[config.mk]
export PLATFORM = sky130hd
export DESIGN_NAME = da_shift_accumulator
export DESIGN_NICKNAME = d
export VERILOG_FILES = /design/src/rtl/da_shift_accumulator.sv
export SDC_FILE = /design/constraint.sdc
export NUM_CORES = 1
export LEC_CHECK = 0
export BUFFER_PORTS_ARGS = -buffer_cell sky130_fd_sc_hd__clkbuf_2
export CAP_MARGIN = 20
export CELL_PAD_IN_SITES_DETAIL_PLACEMENT = 1
export CELL_PAD_IN_SITES_GLOBAL_PLACEMENT = 1
export CORE_MARGIN = 2
export CORE_UTILIZATION = 35
export CTS_BUF_LIST = sky130_fd_sc_hd__clkbuf_16
export DETAILED_ROUTE_END_ITERATION = 6
export GPL_TIMING_DRIVEN = 0
export PLACE_DENSITY = 0.7
export SLEW_MARGIN = 20
export SYNTH_ARGS = -nofsm -noshare
export SYNTH_HDL_FRONTEND = slang
export SYNTH_SLANG_ARGS = --single-unit
[constraint.sdc]
create_clock -name clk -period 12 [get_ports clk]
set_input_delay 2.4 -clock clk [delete_from_list [all_inputs] [get_ports clk]]
set_output_delay 2.4 -clock clk [all_outputs]
set_load 0.01 [all_outputs]
[src/rtl/da_shift_accumulator.sv]
// Distributed-arithmetic FIR back end: sums the LUT bank per bit cycle and shift-accumulates LSB-first.
// Optional DA_ACC_PIPE_EN adds a register stage between the adder tree and the accumulator.
module da_shift_accumulator #(
    parameter int DATA_W  = 16,
    parameter int LUT_W   = 32,
    parameter int NUM_LUT = 8,
    parameter int ACC_W   = 51
) (
    input  logic                       clk,
    input  logic                       rst,
    input  logic                       start,
    input  logic                       bit_valid,
    input  logic [NUM_LUT*LUT_W-1:0]   lut_data,
    output logic signed [ACC_W-1:0]    y,
    output logic                       y_valid,
    output logic                       busy,
    output logic                       overrun
);

    localparam int CNT_W = $clog2(DATA_W);

    typedef enum logic {IDLE, ACCUM} state_t;

    state_t                  state, state_d;
    logic signed [ACC_W-1:0] acc, acc_d, acc_next, term, psum;
    logic signed [ACC_W-1:0] y_d;
    logic [CNT_W-1:0]        bit_cnt, cnt_d;
    logic                    y_valid_d, overrun_d, last;

    // Accumulator-stage view of the bit cycle (direct or one register later).
    logic signed [ACC_W-1:0] s_psum;
    logic                    s_start, s_valid;

    // NOTE: always_comb uses blocking '=' so each loop iteration sees the previous partial sum.
    always_comb begin
        psum = '0;
        for (int i = 0; i < NUM_LUT; i++)
            psum = psum + ACC_W'($signed(lut_data[i*LUT_W +: LUT_W]));
    end

`ifdef DA_ACC_PIPE_EN
    logic signed [ACC_W-1:0] p_psum;
    logic                    p_start, p_valid;

    always_ff @(posedge clk) begin
        if (rst) begin
            p_psum  <= '0;
            p_start <= 1'b0;
            p_valid <= 1'b0;
        end else begin
            p_psum  <= psum;
            p_start <= start;
            p_valid <= bit_valid;
        end
    end

    assign s_psum  = p_psum;
    assign s_start = p_start;
    assign s_valid = p_valid;
    // A sample's first bit sitting in the pipe register already counts as busy.
    assign busy    = (state == ACCUM) || (p_valid && p_start);
`else
    assign s_psum  = psum;
    assign s_start = start;
    assign s_valid = bit_valid;
    assign busy    = (state == ACCUM);
`endif

    // The last bit is the sign bit of a two's-complement sample, so its weight is negative.
    assign last     = (bit_cnt == CNT_W'(DATA_W - 1));
    assign term     = s_psum << bit_cnt;
    assign acc_next = last ? (acc - term) : (acc + term);

    // NOTE: every variable gets a default first so no path leaves it unassigned (no latches).
    always_comb begin
        state_d   = state;
        acc_d     = acc;
        cnt_d     = bit_cnt;
        y_d       = y;
        y_valid_d = 1'b0;
        overrun_d = 1'b0;
        case (state)
            IDLE: begin
                if (s_valid && s_start) begin
                    acc_d   = s_psum;
                    cnt_d   = CNT_W'(1);
                    state_d = ACCUM;
                end
            end
            ACCUM: begin
                if (s_valid && s_start) begin
                    acc_d     = s_psum;
                    cnt_d     = CNT_W'(1);
                    overrun_d = 1'b1;
                end else if (s_valid) begin
                    acc_d = acc_next;
                    if (last) begin
                        y_d       = acc_next;
                        y_valid_d = 1'b1;
                        cnt_d     = '0;
                        state_d   = IDLE;
                    end else begin
                        cnt_d = bit_cnt + CNT_W'(1);
                    end
                end
            end
            default: state_d = IDLE;
        endcase
    end

    // NOTE: sequential state uses non-blocking '<=' so all registers update from pre-edge values.
    always_ff @(posedge clk) begin
        if (rst) begin
            state   <= IDLE;
            acc     <= '0;
            bit_cnt <= '0;
            y       <= '0;
            y_valid <= 1'b0;
            overrun <= 1'b0;
        end else begin
            state   <= state_d;
            acc     <= acc_d;
            bit_cnt <= cnt_d;
            y       <= y_d;
            y_valid <= y_valid_d;
            overrun <= overrun_d;
        end
    end

endmodule
==> reports/results.tsv <==
metric	value	unit
post-synthesis sequential area ratio	11.6	%
Synth Area in XOR/XNOR	5.11	%
Final HPWL DP	63.5	mm
number of global-route vias before repair	20900	
Port Buf Inserts	312	
Die H	236	µm
GRT overflow	0	
Vias/cell	5.64	
post-synthesis cell count	2508	
final net count	3408	
number of DRC markers in iteration 0	1384	
Crit Path Class	in2reg	
Critical Path RT	12.24	ns
insertion delay to the later sink of the worst-skew pair	0.38	ns
CP Launch Type	primary input	
synth warn	0	
Avg WL per Cell	21.2	µm
first-pass GRT wire length	117	mm
setup TNS	0	ns
period utilization	97.9	%
Rel. slew slack	23.9	%
Slew Limit Fails	0	
endpoints failing hold	0	
simple-gate portion of the synthesized area	18.3	%
CTS Buf Count	9	
Core ar.	0.0536	mm²
Worst EP arrival	11.98	ns
Synth Area in Adders	26.8	%
Post-synth EDFFs	0	
fin crit period	11.74	ns
Post-DRT Antenna Nets	0	
Fmax	0.0852	GHz
syn_nets	3054	
mean post-synth cell area	7.52	µm²
Worst Setup End Kind	flip-flop	
Area Growth Syn to Fin	18.6	%
ys async rst share	0	%
CTS tree	yes	
share of post-route cells with drive strength above 1	18.1	%
synth unique cells	97	
Placed Area	0.0213	mm²
routed vias	20100	
H-tree levels	3	
die area	0.0558	mm²
cell area after layout	0.0224	mm²
Initial Util	35.2	%
compound-cell area share of the yosys netlist	24.6	%
Worst path slowest cell	or4_4	
# diodes	0	
I/O Pins	314	
chip width	236	µm
crit-path max cell delay	0.63	ns
# rows	85	
Max Buffers Root-to-Sink	2	
largest family of logic cells by synthesized area	adder cells	
Yosys reg bits	109	
TritonRoute pass-1 iters	5	
CTS Sinks	109	
WL final	75.5	mm
hold_buf cts	0	
FILL cells	6743	
clock slew at reported path FFs	0.08	ns
worst-margin pin slew	1.14	ns
clk root buf	clkbuf_16	
initial antenna violation count	0	
# setup viols final	0	
Layout Skew	0.0101	ns
DR DRC count	0	
Top FF cell, synth	dfxtp_1	
Max-Cap Viols	0	
Placer Congestion	0.943	
total track usage	26.5	%
worst-path fanout max	7	
multiplexer share of the synthesized area	2.50	%
status	finished, final reports clean	
pin count of the biggest net entering global routing	19	
Post-Syn Area	0.0189	mm²
worst hold path type	reg2reg	
## layout by cell type, fill, tap and decap left out, types with 43 or more instances in the layout
master,count
nand2_1,261
dfxtp_1,109
ha_1,85
o21ai_0,102
a21oi_1,191
clkbuf_2,317
nor2_1,194
fa_1,196
buf_4,43
clkbuf_1,87
xnor2_1,60
xor2_1,43
nor3_1,66
a21o_1,52
inv_1,404
## per-layer routing
layer	share of wire (%)	up-vias	global-route usage (%)
met3	5.7	101	3.69
met1	43	10100	34.5
met5	0	-	0
met4	2.4	0	6.94
met2	49	602	45.9
li1	-	9262	-
## registers in the layout (all words and copies together), names as in the netlist
register	cells
busy	1
bit_cnt	4
y_valid	1
y	51
acc	51
overrun	1
## path summary, 6_finish.rpt
path | from | endpoint | slack (ns) | cells past startpoint
max reg2reg | bit_cnt[1] | acc[47] | 3.88 | 26
min reg2reg | y[4] | y[4] | 0.46 | 2
max | lut_data[2] | acc[47] | 0.26 | 39
min | y[4] | y[4] | 0.46 | 2
## critical path, delay by kind of cell
kind | cells | cell delay [ns]
fa+ha+maj | 7 | 3.03
xor+xnor | 2 | 0.52
compound gates | 12 | 2.63
mux | 1 | 0.35
buf+inv | 8 | 0.84
simple gates | 9 | 2.20
## area by class of cell
type	count	area [µm²]	area share [%]
Multi-Input combinational cell	1865	15100	67.5
Sequential cell	109	2180	9.76
Timing Repair Buffer	346	1820	8.12
Inverter	404	1520	6.78
Tap cell	696	871	3.89
Buffer	127	579	2.59
Clock buffer	9	225	1.01
Clock inverter	7	73.8	0.330
## kinds of logic after synthesis
kind of cell,after synthesis
buf+inv,534
mux,41
simple gates,736
compound gates,692
flops,109
xor+xnor,110
fa+ha+maj,286
## through the flow
stage               hold WS (ns)  cells  worst slack, ns  utilization (%)
finish                     0.458   3563            0.258             41.7
detailed placement         0.451   3516            -1.02             39.7
global route               0.481   3563          -0.0392             41.7
floorplan                  0.436   2508            0.973                -
CTS                        0.461   3536           0.0258             40.6
global placement           0.445   3516           -0.992             39.7
## what timing repair did
action	4_1_cts	5_1_grt
pin swaps	4	37
resized for setup	21	86
setup endpoints to repair	24	29
cloned	0	0
buffers inserted	4	30
## synthesized netlist by cell type (all sizes together) (11+ instances only)
cell type    n  area (µm²)
a2111oi     12         106
a211o       13         116
a211oi      36         275
a21o        55         415
a21oi      203        1020
a311oi      21         184
a31oi       20         125
and2        26         163
buf         35         228
clkbuf      95         359
dfxtp      109        2180
fa         197        3940
ha          89        1110
inv        404        1520
mux2i       28         280
nand2      263         987
nand2b      18         113
nand3       39         195
nand4       31         209
nor2       196         736
nor2b       11        76.3
nor3        70         355
nor4        18         128
o211ai      27         216
o21a        20         150
o21ai      117         586
o22ai       21         131
o31ai       23         186
or3         12        75.1
xnor2       64         561
xor2        46         403
Power is not shown: default switching activity piles up to over one toggle a cycle in this logic, so the estimate is an artifact.
